**src/rtl/gb_mem_pkg.sv**
```systemverilog
// gb_mem_pkg -- shared types and constants for the OAM DMA / SRAM arbitration
// slice.
//   dma_state_t  : DMA engine state encoding
//   OAM_BASE     : OAM destination base address
//   REG_DMA      : CPU address of the DMA source/trigger register
//   OAM_LEN      : bytes moved per DMA transfer
//   dma_src_addr : source address for a given page and byte index
package gb_mem_pkg;

  typedef enum logic [1:0] {
    DMA_IDLE  = 2'd0,
    DMA_START = 2'd1,
    DMA_READ  = 2'd2,
    DMA_WRITE = 2'd3
  } dma_state_t;

  localparam logic [15:0] OAM_BASE = 16'hFE00;
  localparam logic [15:0] REG_DMA  = 16'hFF46;
  localparam int          OAM_LEN  = 160;

  // The source never carries out of its page: the index simply fills the low byte.
  function automatic logic [15:0] dma_src_addr(input logic [7:0] page,
                                               input logic [7:0] idx);
    return {page, idx};
  endfunction

endpackage

```
**src/rtl/oam_dma_engine.sv**
```systemverilog
// oam_dma_engine -- OAM DMA sequencer. Copies DMA_LEN bytes from page src_q
// to DEST_BASE, alternating one READ and one WRITE cycle per byte after a
// single dead START cycle.
// Optional feature macro: OAM_DMA_RESTART_EN (a trigger while busy restarts
// the transfer from the new page; otherwise such a trigger is ignored).
// Ports:
//   clk, rst      clock, synchronous active-high reset
//   trig          CPU write to the DMA register this cycle
//   trig_data     value written (new source page)
//   mem_rdata     SRAM read data (valid in the READ cycle)
//   active        engine is not idle
//   dma_addr      SRAM address requested by the engine
//   dma_re/dma_we SRAM read/write request from the engine
//   dma_wdata     SRAM write data (the byte captured in READ)
//   src           current source page register
module oam_dma_engine
  import gb_mem_pkg::*;
#(
  parameter int          DMA_LEN   = OAM_LEN,
  parameter logic [15:0] DEST_BASE = OAM_BASE
) (
  input  logic        clk,
  input  logic        rst,
  input  logic        trig,
  input  logic [7:0]  trig_data,
  input  logic [7:0]  mem_rdata,
  output logic        active,
  output logic [15:0] dma_addr,
  output logic        dma_re,
  output logic        dma_we,
  output logic [7:0]  dma_wdata,
  output logic [7:0]  src
);

  localparam logic [7:0] LAST_IDX = 8'(DMA_LEN - 1);

  dma_state_t state;
  logic [7:0] idx;
  logic [7:0] src_q;
  logic [7:0] buf_q;
  logic       restart;

`ifdef OAM_DMA_RESTART_EN
  assign restart = trig;
`else
  assign restart = 1'b0;
`endif

  // FSM with registered request outputs: each transition also loads the
  // address/enables that the next state must present to the SRAM.
  always_ff @(posedge clk) begin
    if (rst) begin
      state    <= DMA_IDLE;
      idx      <= 8'd0;
      src_q    <= 8'h00;
      buf_q    <= 8'h00;
      dma_addr <= 16'h0000;
      dma_re   <= 1'b0;
      dma_we   <= 1'b0;
    end else begin
      dma_re <= 1'b0;
      dma_we <= 1'b0;
      if ((state != DMA_IDLE) && restart) begin
        // The request already on the bus this cycle still completes; the
        // next cycle is a fresh START from the new page.
        state <= DMA_START;
        src_q <= trig_data;
        idx   <= 8'd0;
      end else begin
        case (state)
          DMA_IDLE: begin
            if (trig) begin
              state <= DMA_START;
              src_q <= trig_data;
              idx   <= 8'd0;
            end
          end
          DMA_START: begin
            state    <= DMA_READ;
            dma_re   <= 1'b1;
            dma_addr <= dma_src_addr(src_q, idx);
          end
          DMA_READ: begin
            buf_q    <= mem_rdata;
            state    <= DMA_WRITE;
            dma_we   <= 1'b1;
            dma_addr <= DEST_BASE + {8'h00, idx};
          end
          DMA_WRITE: begin
            if (idx == LAST_IDX) begin
              state <= DMA_IDLE;
              idx   <= 8'd0;
            end else begin
              idx      <= idx + 8'd1;
              state    <= DMA_READ;
              dma_re   <= 1'b1;
              dma_addr <= dma_src_addr(src_q, idx + 8'd1);
            end
          end
          default: begin
            state <= DMA_IDLE;
            idx   <= 8'd0;
          end
        endcase
      end
    end
  end

  assign active    = (state != DMA_IDLE);
  assign dma_wdata = buf_q;
  assign src       = src_q;

endmodule

```
**src/rtl/oam_dma_arbiter.sv**
```systemverilog
// oam_dma_arbiter -- owns the single SRAM port shared by the CPU datapath and
// the OAM DMA engine. Decodes the DMA register, muxes CPU/DMA onto the SRAM
// and stalls CPU memory accesses while a transfer is running.
// Optional feature macro: OAM_DMA_RESTART_EN (handled inside oam_dma_engine).
// Ports:
//   clk, rst     clock, synchronous active-high reset
//   cpu_addr     CPU address
//   cpu_re       CPU read request
//   cpu_we       CPU write request (takes priority over cpu_re)
//   cpu_wdata    CPU write data
//   cpu_rdata    CPU read data (combinational)
//   cpu_stall    CPU access not serviced this cycle
//   mem_addr     SRAM address
//   mem_re       SRAM read enable
//   mem_we       SRAM write enable
//   mem_wdata    SRAM write data
//   mem_rdata    SRAM read data (asynchronous)
//   dma_active   a DMA transfer is in progress
module oam_dma_arbiter
  import gb_mem_pkg::*;
#(
  parameter int          DMA_LEN      = OAM_LEN,
  parameter logic [15:0] DEST_BASE    = OAM_BASE,
  parameter logic [15:0] DMA_REG_ADDR = REG_DMA
) (
  input  logic        clk,
  input  logic        rst,
  input  logic [15:0] cpu_addr,
  input  logic        cpu_re,
  input  logic        cpu_we,
  input  logic [7:0]  cpu_wdata,
  output logic [7:0]  cpu_rdata,
  output logic        cpu_stall,
  output logic [15:0] mem_addr,
  output logic        mem_re,
  output logic        mem_we,
  output logic [7:0]  mem_wdata,
  input  logic [7:0]  mem_rdata,
  output logic        dma_active
);

  logic        reg_hit;
  logic        cpu_req;
  logic        reg_wr;
  logic [15:0] dma_addr;
  logic        dma_re;
  logic        dma_we;
  logic [7:0]  dma_wdata;
  logic [7:0]  dma_src;

  assign reg_hit = (cpu_addr == DMA_REG_ADDR);
  assign cpu_req = cpu_re | cpu_we;
  assign reg_wr  = reg_hit & cpu_we;

  oam_dma_engine #(
    .DMA_LEN   (DMA_LEN),
    .DEST_BASE (DEST_BASE)
  ) u_engine (
    .clk       (clk),
    .rst       (rst),
    .trig      (reg_wr),
    .trig_data (cpu_wdata),
    .mem_rdata (mem_rdata),
    .active    (dma_active),
    .dma_addr  (dma_addr),
    .dma_re    (dma_re),
    .dma_we    (dma_we),
    .dma_wdata (dma_wdata),
    .src       (dma_src)
  );

  // Port mux and stall: the register never stalls and never reaches SRAM;
  // any other CPU access waits (and is dropped) until the engine is idle.
  always_comb begin
    cpu_stall = dma_active & cpu_req & ~reg_hit;
    if (reg_hit) begin
      cpu_rdata = dma_src;
    end else begin
      cpu_rdata = mem_rdata;
    end

    if (dma_active) begin
      mem_addr  = dma_addr;
      mem_re    = dma_re;
      mem_we    = dma_we;
      mem_wdata = dma_wdata;
    end else if (reg_hit) begin
      mem_addr  = cpu_addr;
      mem_re    = 1'b0;
      mem_we    = 1'b0;
      mem_wdata = cpu_wdata;
    end else begin
      mem_addr  = cpu_addr;
      mem_re    = cpu_re & ~cpu_we;
      mem_we    = cpu_we;
      mem_wdata = cpu_wdata;
    end
  end

endmodule

```
**config.mk**
```make
export PLATFORM = sky130hd
export DESIGN_NAME = oam_dma_arbiter
export DESIGN_NICKNAME = d
export VERILOG_FILES = /design/src/rtl/gb_mem_pkg.sv /design/src/rtl/oam_dma_engine.sv /design/src/rtl/oam_dma_arbiter.sv
export SDC_FILE = /design/constraint.sdc
export NUM_CORES = 1
export LEC_CHECK = 0
export CORE_MARGIN = 2
export CORE_UTILIZATION = 40
export CTS_CLUSTER_DIAMETER = 60
export DETAILED_ROUTE_END_ITERATION = 6
export MAX_ROUTING_LAYER = met4
export PLACE_DENSITY = 0.7
export SLEW_MARGIN = 5
export SYNTH_ARGS = -nofsm -noshare
export SYNTH_HDL_FRONTEND = slang
export SYNTH_SLANG_ARGS = --single-unit
```
**constraint.sdc**
```tcl
create_clock -name clk -period 2.6 [get_ports clk]
set_input_delay 0.39 -clock clk [delete_from_list [all_inputs] [get_ports clk]]
set_output_delay 0.39 -clock clk [all_outputs]
set_load 0.02 [all_outputs]
```
==> results.md, run 1 <==
- Critical path launch point: cpu_addr[4]
- H-tree levels: 2
- Vias in the first global route: 2023
- Max Buffers Root-to-Sink: 2
- Worst VDD drop: 249 uV
- Cell count after synthesis: 272
- Max Cap Viol: 0
- Syn Nets: 309
- Post-DP HPWL: 4580 microns
- Tot Pwr: 1.43 mW
- DRT Wirelength: 6500 microns
- Total Nets Final: 377
- Synth cell types: 46
- Clock Sinks: 44
- Area share of the largest cell type after synthesis: 0.366
- Top Ports: 72
- Fin util: 0.573
- Synth Area per Inst: 8.84 sq um
- CP required: 2.21 ns
- Initial DRC Count: 162
- Outcome: finished, final reports clean
- Sequential fraction of the synthesis area: 0.366
- Crit-path max FO: 6
- Worst Hold Class: reg -> reg
- Die area: 6640 sq um
- Die width: 81.5 microns
- Post-synthesis xor/xnor area fraction: 0.0182
- Final setup fails: 0
- Clock transition at the registers of the reported paths: 0.09 ns
- Final Skew: 0.00852 ns
- Largest area contributor in the netlist: dfxtp_1
- Compound-Gate Fraction of Synth Area: 0.145
- Crit share post-route: 0.975
- Startpoint type of the worst setup path: primary input
- Final Hold Fails: 0
- Initial core utilization: 0.411
- Latest clock arrival within the worst-skew pair: 0.30 ns
- GRT Total Usage: 0.199
- Commonest non-fill, non-tap cells in the layout: 48 x clkdlybuf4s50_1, 45 x nand2_1, 44 x dfxtp_1
- WL/cell: 15.6 microns
- CTS buffer count: 5
- Slew @ Worst Pin: 0.792 ns
- Yosys Warn Count: 0
- Worst setup EP type: output pin
- Area of the multi-input gates: 1420 sq um
- Leak: 1.22 nW
- Syn-to-layout area delta: 39.4%
- Ys flop type: dfxtp_1
- Mapped Area: 2400 sq um
- Seq cells post-synth: 44
- Period minus WS final: 2.53 ns
- Largest cells by area after synthesis: dfxtp_1 37%, mux2_2 15%, nand2_1 7.0%
- Vias/cell: 5.47
- Slew Limit Fails: 0
- Share of cells above drive strength 1: 0.223
- Commonest non-fill, non-tap cell in the layout: clkdlybuf4s50_1
- Area of the core: 5850 sq um
- First-pass GRT wire length: 9920 microns
- CTS tree: built
- RSZ-0062 raised after global routing: false
- Grt ovf: 0
- Relative slew slack: 0.471
- ANT cells: 0
- Worst EP arrival: 2.14 ns
- Drt first pass iters: 5
- Root buf cell: clkbuf_8
- GP Congestion: 0.850
- IO buf count: 71
- Largest net degree at the start of global routing: 22
- Row count: 28
- Via count: 2277
- Max Fclk: 0.395 GHz
- Initial antenna violation count: 0
- Post-Synth Simple-Gate Area: 0.219
- RR Startpoint: u_engine.idx[0]$_SDFFE_PP0P_
- EDFF count, synth: 0
- Synth Area in Adders: 0.00521
- Filler instances: 536
- Hold Crit Start: u_engine.dma_wdata[3]$_SDFFE_PP0P_
- Largest family of logic cells by synthesized area: simple AND/OR/NAND/NOR gates
- Die Span Y: 81.5 microns
- Post-synthesis mux area share: 0.192
- FF/Latch Area: 881 sq um
- PwrDens: 426 nW/um^2
- Ys async rst share: 0
- DRC violations left: 0
- CP Class: in -> out
- Antenna violation net count after detailed routing: 0
[final cells by class]
cell class | count | share of cell area
Multi-Input combinational cell | 201 | 0.423
Sequential cell | 44 | 0.263
Timing Repair Buffer | 85 | 0.246
Tap cell | 75 | 0.0280
Clock buffer | 6 | 0.0246
Clock inverter | 2 | 0.0116
Inverter | 3 | 0.00336
[report_power, final]
part           switching, mW  total, mW  internal (mW)  leakage (nW)
Sequential        0.00000666      0.673          0.673         0.354
Combinational         0.0881      0.198          0.109         0.800
Clock                  0.241      0.555          0.314        0.0614
Total                  0.329       1.43           1.10          1.22
[path summary, 6_finish.rpt]
check	endpoint	slack, ns	depth (start not counted)
worst min register to register	u_engine.dma_wdata[3]$_SDFFE_PP0P_	0.46	2
worst max register to register	u_engine.dma_addr[1]$_SDFFE_PP0P_	0.56	5
worst max-delay path	cpu_rdata[1]	0.07	7
worst min-delay path	u_engine.dma_wdata[3]$_SDFFE_PP0P_	0.46	2
[per-layer routing]
layer / vias to the layer above / global-route usage / part of all wire
met4: 0 / 0.0542 / 0.011
met2: 63 / 0.316 / 0.49
li1: 1122 / - / -
met5: - / - / 0
met1: 1085 / 0.261 / 0.44
met3: 7 / 0.0341 / 0.052
[metrics by stage]
step	instances	cell area, sq um	TNS, ns	setup WS, ns	hold WS [ns]
6_report	416	3350	0	0.0658	0.459
4_1_cts	414	3330	0	0.00841	0.459
3_3_place_gp	404	3190	-4.06	-0.410	0.440
3_5_place_dp	404	3190	-4.09	-0.422	0.447
5_1_grt	416	3350	0	0.00129	0.486
2_1_floorplan	272	2400	0	0.439	0.433
[timing repair]
item,4_1_cts,5_1_grt
hold buffers,0,0
endpoints found under the setup margin,11,5
pin swaps,4,1
gates resized for setup,68,5
gates cloned,1,0
buffers inserted,1,2
[logic make-up (layout without fill, tap and decap cells)]
kind of cell	count (synthesis)	after routing
AOI/OAI and AO/OA	49	49
xor gates and xnor gates	5	5
adders and majority gates	1	1
buffers and inverters	27	96
DFF	44	44
muxes	42	42
and+or+nand+nor	104	104
[flip-flops by register name, indices dropped and copies added (netlist names)]
register	count
u_engine.dma_we	1
u_engine.state	2
u_engine.dma_wdata	8
u_engine.dma_addr	16
u_engine.dma_re	1
u_engine.src	8
u_engine.idx	8
[cell usage after synthesis (all sizes together) (2+ instances only)]
library cell   n
a21oi         16
a311oi         4
a41oi          2
and2           3
and3           2
and4           3
buf           10
clkbuf        14
dfxtp         44
inv            3
mux2          33
mux2i          9
nand2         45
nand2b         2
nand3         11
nand3b         2
nand4          5
nor2          11
nor2b          4
nor3           9
o21a           2
o21ai          5
o221a          3
o22ai          3
o2bb2ai        2
o32ai          3
or3            2
xor2           4
[worst max-delay path: stages]
cell,delay [ns]
clkdlybuf4s15_1,0.18
or4b_4,0.50
nor4_4,0.30
buf_4,0.17
buf_12,0.12
mux2_2,0.33
buf_2,0.16
Note: power is estimated with default switching activity, not from simulation.
==> inputs of run 2 (changes only) <==
- SLEW_MARGIN: 5 -> not set
==> results of run 2 <==
No change in the layout: final DEF, timing and power equal those of run 1.
==> inputs of run 3 (changes only) <==
- ABC_AREA: not set -> 1
==> run 3 against run 2 <==
Sequential cell count stayed put. Wire length is 1.0% lower. Fmax is 5.2% higher. Synthesized cell count is 42% higher. Synthesized area is 0.26% higher. Register-to-register slack better by 0.04 ns. Clock skew hardly changed. Non-clock buffer count is 6 lower. Final area is 2.7% lower. Via count is 11% higher. Combinational power hardly changed. Global-route usage is 0.41 points higher. Highest routed layer unchanged.
==> results.md, run 3 <==
- Outcome: finished, final reports clean
- Switching share of power: 0.249 (+0.0182)
- CP Class: reg -> out
- Grt ovf: 0 (unchanged)
- Clock Sinks: 44 (unchanged)
- Final Skew: 0.00863 ns (+0.000112 ns)
- Worst Hold Class: reg -> reg
- Total Nets Final: 491 (+30%)
- Via count: 2521 (+11%)
- Syn-to-layout area delta: 35.4%
- Fin util: 0.554 (-0.0185)
- Post-DP HPWL: 4540 microns (-0.84%)
- Share of cells above drive strength 1: 0.103 (-0.120)
- Period minus WS final: 2.41 ns (-0.125 ns)
- Max Cap Viol: 0 (unchanged)
- DRT Wirelength: 6430 microns (-1.0%)
- Initial antenna violation count: 0 (unchanged)
- Synth cell types: 28 (-39%)
- Seq cells post-synth: 44 (unchanged)
- GP Congestion: 0.831 (-2.2%)
- Combinational Power Share: 0.151 (+0.012)
- First-pass GRT wire length: 10200 microns (+3.0%)
- Root buf cell: clkbuf_8
- H-tree levels: 2 (unchanged)
- Worst setup EP type: output pin
- Most frequent cells after synthesis: 133 x nand2_1, 47 x nor2_1, 44 x dfxtp_1, 39 x o21ai_0, 34 x inv_1
- Initial core utilization: 0.409 (-0.00138)
- Crit-path max FO: 12 (+6)
- Largest net degree at the start of global routing: 31 (+41%)
- Setup WS post-layout: 0.191 ns (+0.125 ns)
- CTS tree: built
- Die width: 81.6 microns (+0.12%)
- GRT Total Usage: 0.203 (+0.00414)
- ANT cells: 0 (unchanged)
- Initial DRC Count: 209 (+29%)
- Final instance area: 3260 sq um (-2.7%)
- RSZ-0062 raised after global routing: false
- Slew @ Worst Pin: 0.775 ns (-0.0169 ns)
- Largest area contributor in the netlist: dfxtp_1
- Largest cells by area after synthesis: dfxtp_1 37%, nand2_1 21%, o21ai_0 8.1%
- Leak: 1.46 nW (+20%)
- Setup_tns: 0 ns (unchanged)
- Syn Nets: 422 (+37%)
- Die Span Y: 81.6 microns (+0.12%)
- Relative slew slack: 0.483 (+0.0124)
- Clock transition at the registers of the reported paths: 0.08 ns (about the same)
- Clock power share: 0.339 (-0.050)
- Final Hold Fails: 0 (unchanged)
- Final setup fails: 0 (unchanged)
- Cell count after synthesis: 385 (+42%)
- Synth Area per Inst: 6.26 sq um (-29%)
- IO buf count: 71 (unchanged)
- Top-count cell post-synth: nand2_1
- Ys async rst share: 0 (unchanged)
- Sequential fraction of the synthesis area: 0.366 (-0.000951)
- Area share of the largest cell type after synthesis: 0.366 (-0.000951)
- Startpoint type of the worst setup path: flip-flop
- DRC violations left: 0 (unchanged)
- CTS buffer count: 5 (unchanged)
- Mapped Area: 2410 sq um (+0.26%)
- Yosys Warn Count: 0 (unchanged)
- Placed Area: 3180 sq um (-0.35%)
- Antenna violation net count after detailed routing: 0 (unchanged)
- NetSw: 0.328 mW (-0.25%)
- Internal power: 0.990 mW (-9.8%)
- Commonest non-fill, non-tap cell in the layout: nand2_1
- Setup Slack @ Placement: -0.116 ns (+0.307 ns)
- Commonest non-fill, non-tap cells in the layout: 133 x nand2_1, 60 x clkdlybuf4s50_1, 46 x nor2_1
- Max FFs per register: 16 (unchanged)
- Row count: 28 (unchanged)
- Filler instances: 587 (+9.5%)
- Drt first pass iters: 4 (-1)
- Reg with most FFs: u_engine.dma_addr
- WL/cell: 12.1 microns (-22%)
- PwrDens: 404 nW/um^2 (-5.0%)
- EDFF count, synth: 0 (unchanged)
- Vias in the first global route: 2199 (+8.7%)
- Slew Limit Fails: 0 (unchanged)
- CP required: 2.21 ns (about the same)
- Top Ports: 72 (unchanged)
- Worst EP arrival: 2.02 ns (-0.12 ns)
- Die area: 6660 sq um (+0.25%)
- Area of the core: 5890 sq um (+0.60%)
- Max Buffers Root-to-Sink: 2 (unchanged)
- Final hold slack: 0.460 ns (+0.00113 ns)
- Ys flop type: dfxtp_1
- Post-CTS setup repair buffer count: 0 (-1)
- Latest clock arrival within the worst-skew pair: 0.30 ns (about the same)
- Vias/cell: 4.76 (-13%)
- Crit share post-route: 0.926 (-0.0482)
- Max Fclk: 0.415 GHz (+5.2%)
- Seq pwr share: 0.511 (+0.039)
- Worst VDD drop: 331 uV (+33%)
## run 3: routing by layer
layer / global-route usage / share of wire / up-vias
met3: 0.0264 / 0.068 / 5
met2: 0.320 / 0.44 / 81
li1: - / - / 1337
met4: 0.0550 / 0.011 / 0
met1: 0.274 / 0.48 / 1098
met5: - / 0 / -
## run 3: critical path: stages (launching register included)
cell and delay (ns):
dfxtp_1 0.48, inv_2 0.08, nand2_2 0.09, clkinv_2 0.19
buf_4 0.23, nand2_1 0.06, nand2_1 0.06, clkdlybuf4s50_1 0.53
## run 3: cell type report
class                           count  area (sq um)  share of cell area
Inverter                           39           148              0.0453
Multi-Input combinational cell    285          1290               0.395
Tap cell                           75          93.8              0.0288
Clock inverter                      2          10.0             0.00307
Sequential cell                    44           881               0.270
Clock buffer                        6          82.6              0.0253
Timing Repair Buffer               79           757               0.232
## run 3: timing repair
action,4_1_cts,5_1_grt
resized for setup,11,13
hold endpoints to repair,0,0
gates cloned,0,0
endpoints found under the setup margin,27,9
pin swaps,0,0
hold buffers,0,0
## run 3: power by group through the flow
stage	Clock [mW]	Sequential [mW]	Combinational (mW)
6_report	0.447	0.673	0.199
3_5_place_dp	0	0.689	0.205
4_1_cts	0.451	0.673	0.200
5_1_grt	0.476	0.673	0.215
3_3_place_gp	0	0.689	0.204
2_1_floorplan	0	0.689	0.0810
## run 3: stage by stage
| stage | power, mW | instances |
|---|---|---|
| finish | 1.32 | 530 |
| global route | 1.36 | 530 |
| CTS | 1.32 | 530 |
| detailed placement | 0.894 | 522 |
| global placement | 0.893 | 522 |
| floorplan | 0.770 | 385 |
## run 3: cells by family (layout without fill, tap and decap cells)
group           after synthesis  in the layout  share of synthesized area
buf+inv                      56            126                      0.100
xor+xnor                      1              1                    0.00364
flops                        44             44                      0.366
simple gates                218            218                      0.380
fa+ha+maj                     1              1                    0.00519
compound gates               65             65                      0.146
## run 3: worst paths after layout
kind	startpoint	endpoint	slack [ns]	cells past startpoint
max	u_engine.state[0]$_SDFFE_PP0P_	mem_wdata[4]	0.19	7
min	u_engine.src[0]$_SDFFE_PP0P_	u_engine.dma_addr[8]$_SDFFE_PP0P_	0.46	2
max reg2reg	u_engine.state[0]$_SDFFE_PP0P_	u_engine.dma_addr[6]$_SDFFE_PP0P_	0.60	7
min reg2reg	u_engine.src[0]$_SDFFE_PP0P_	u_engine.dma_addr[8]$_SDFFE_PP0P_	0.46	2
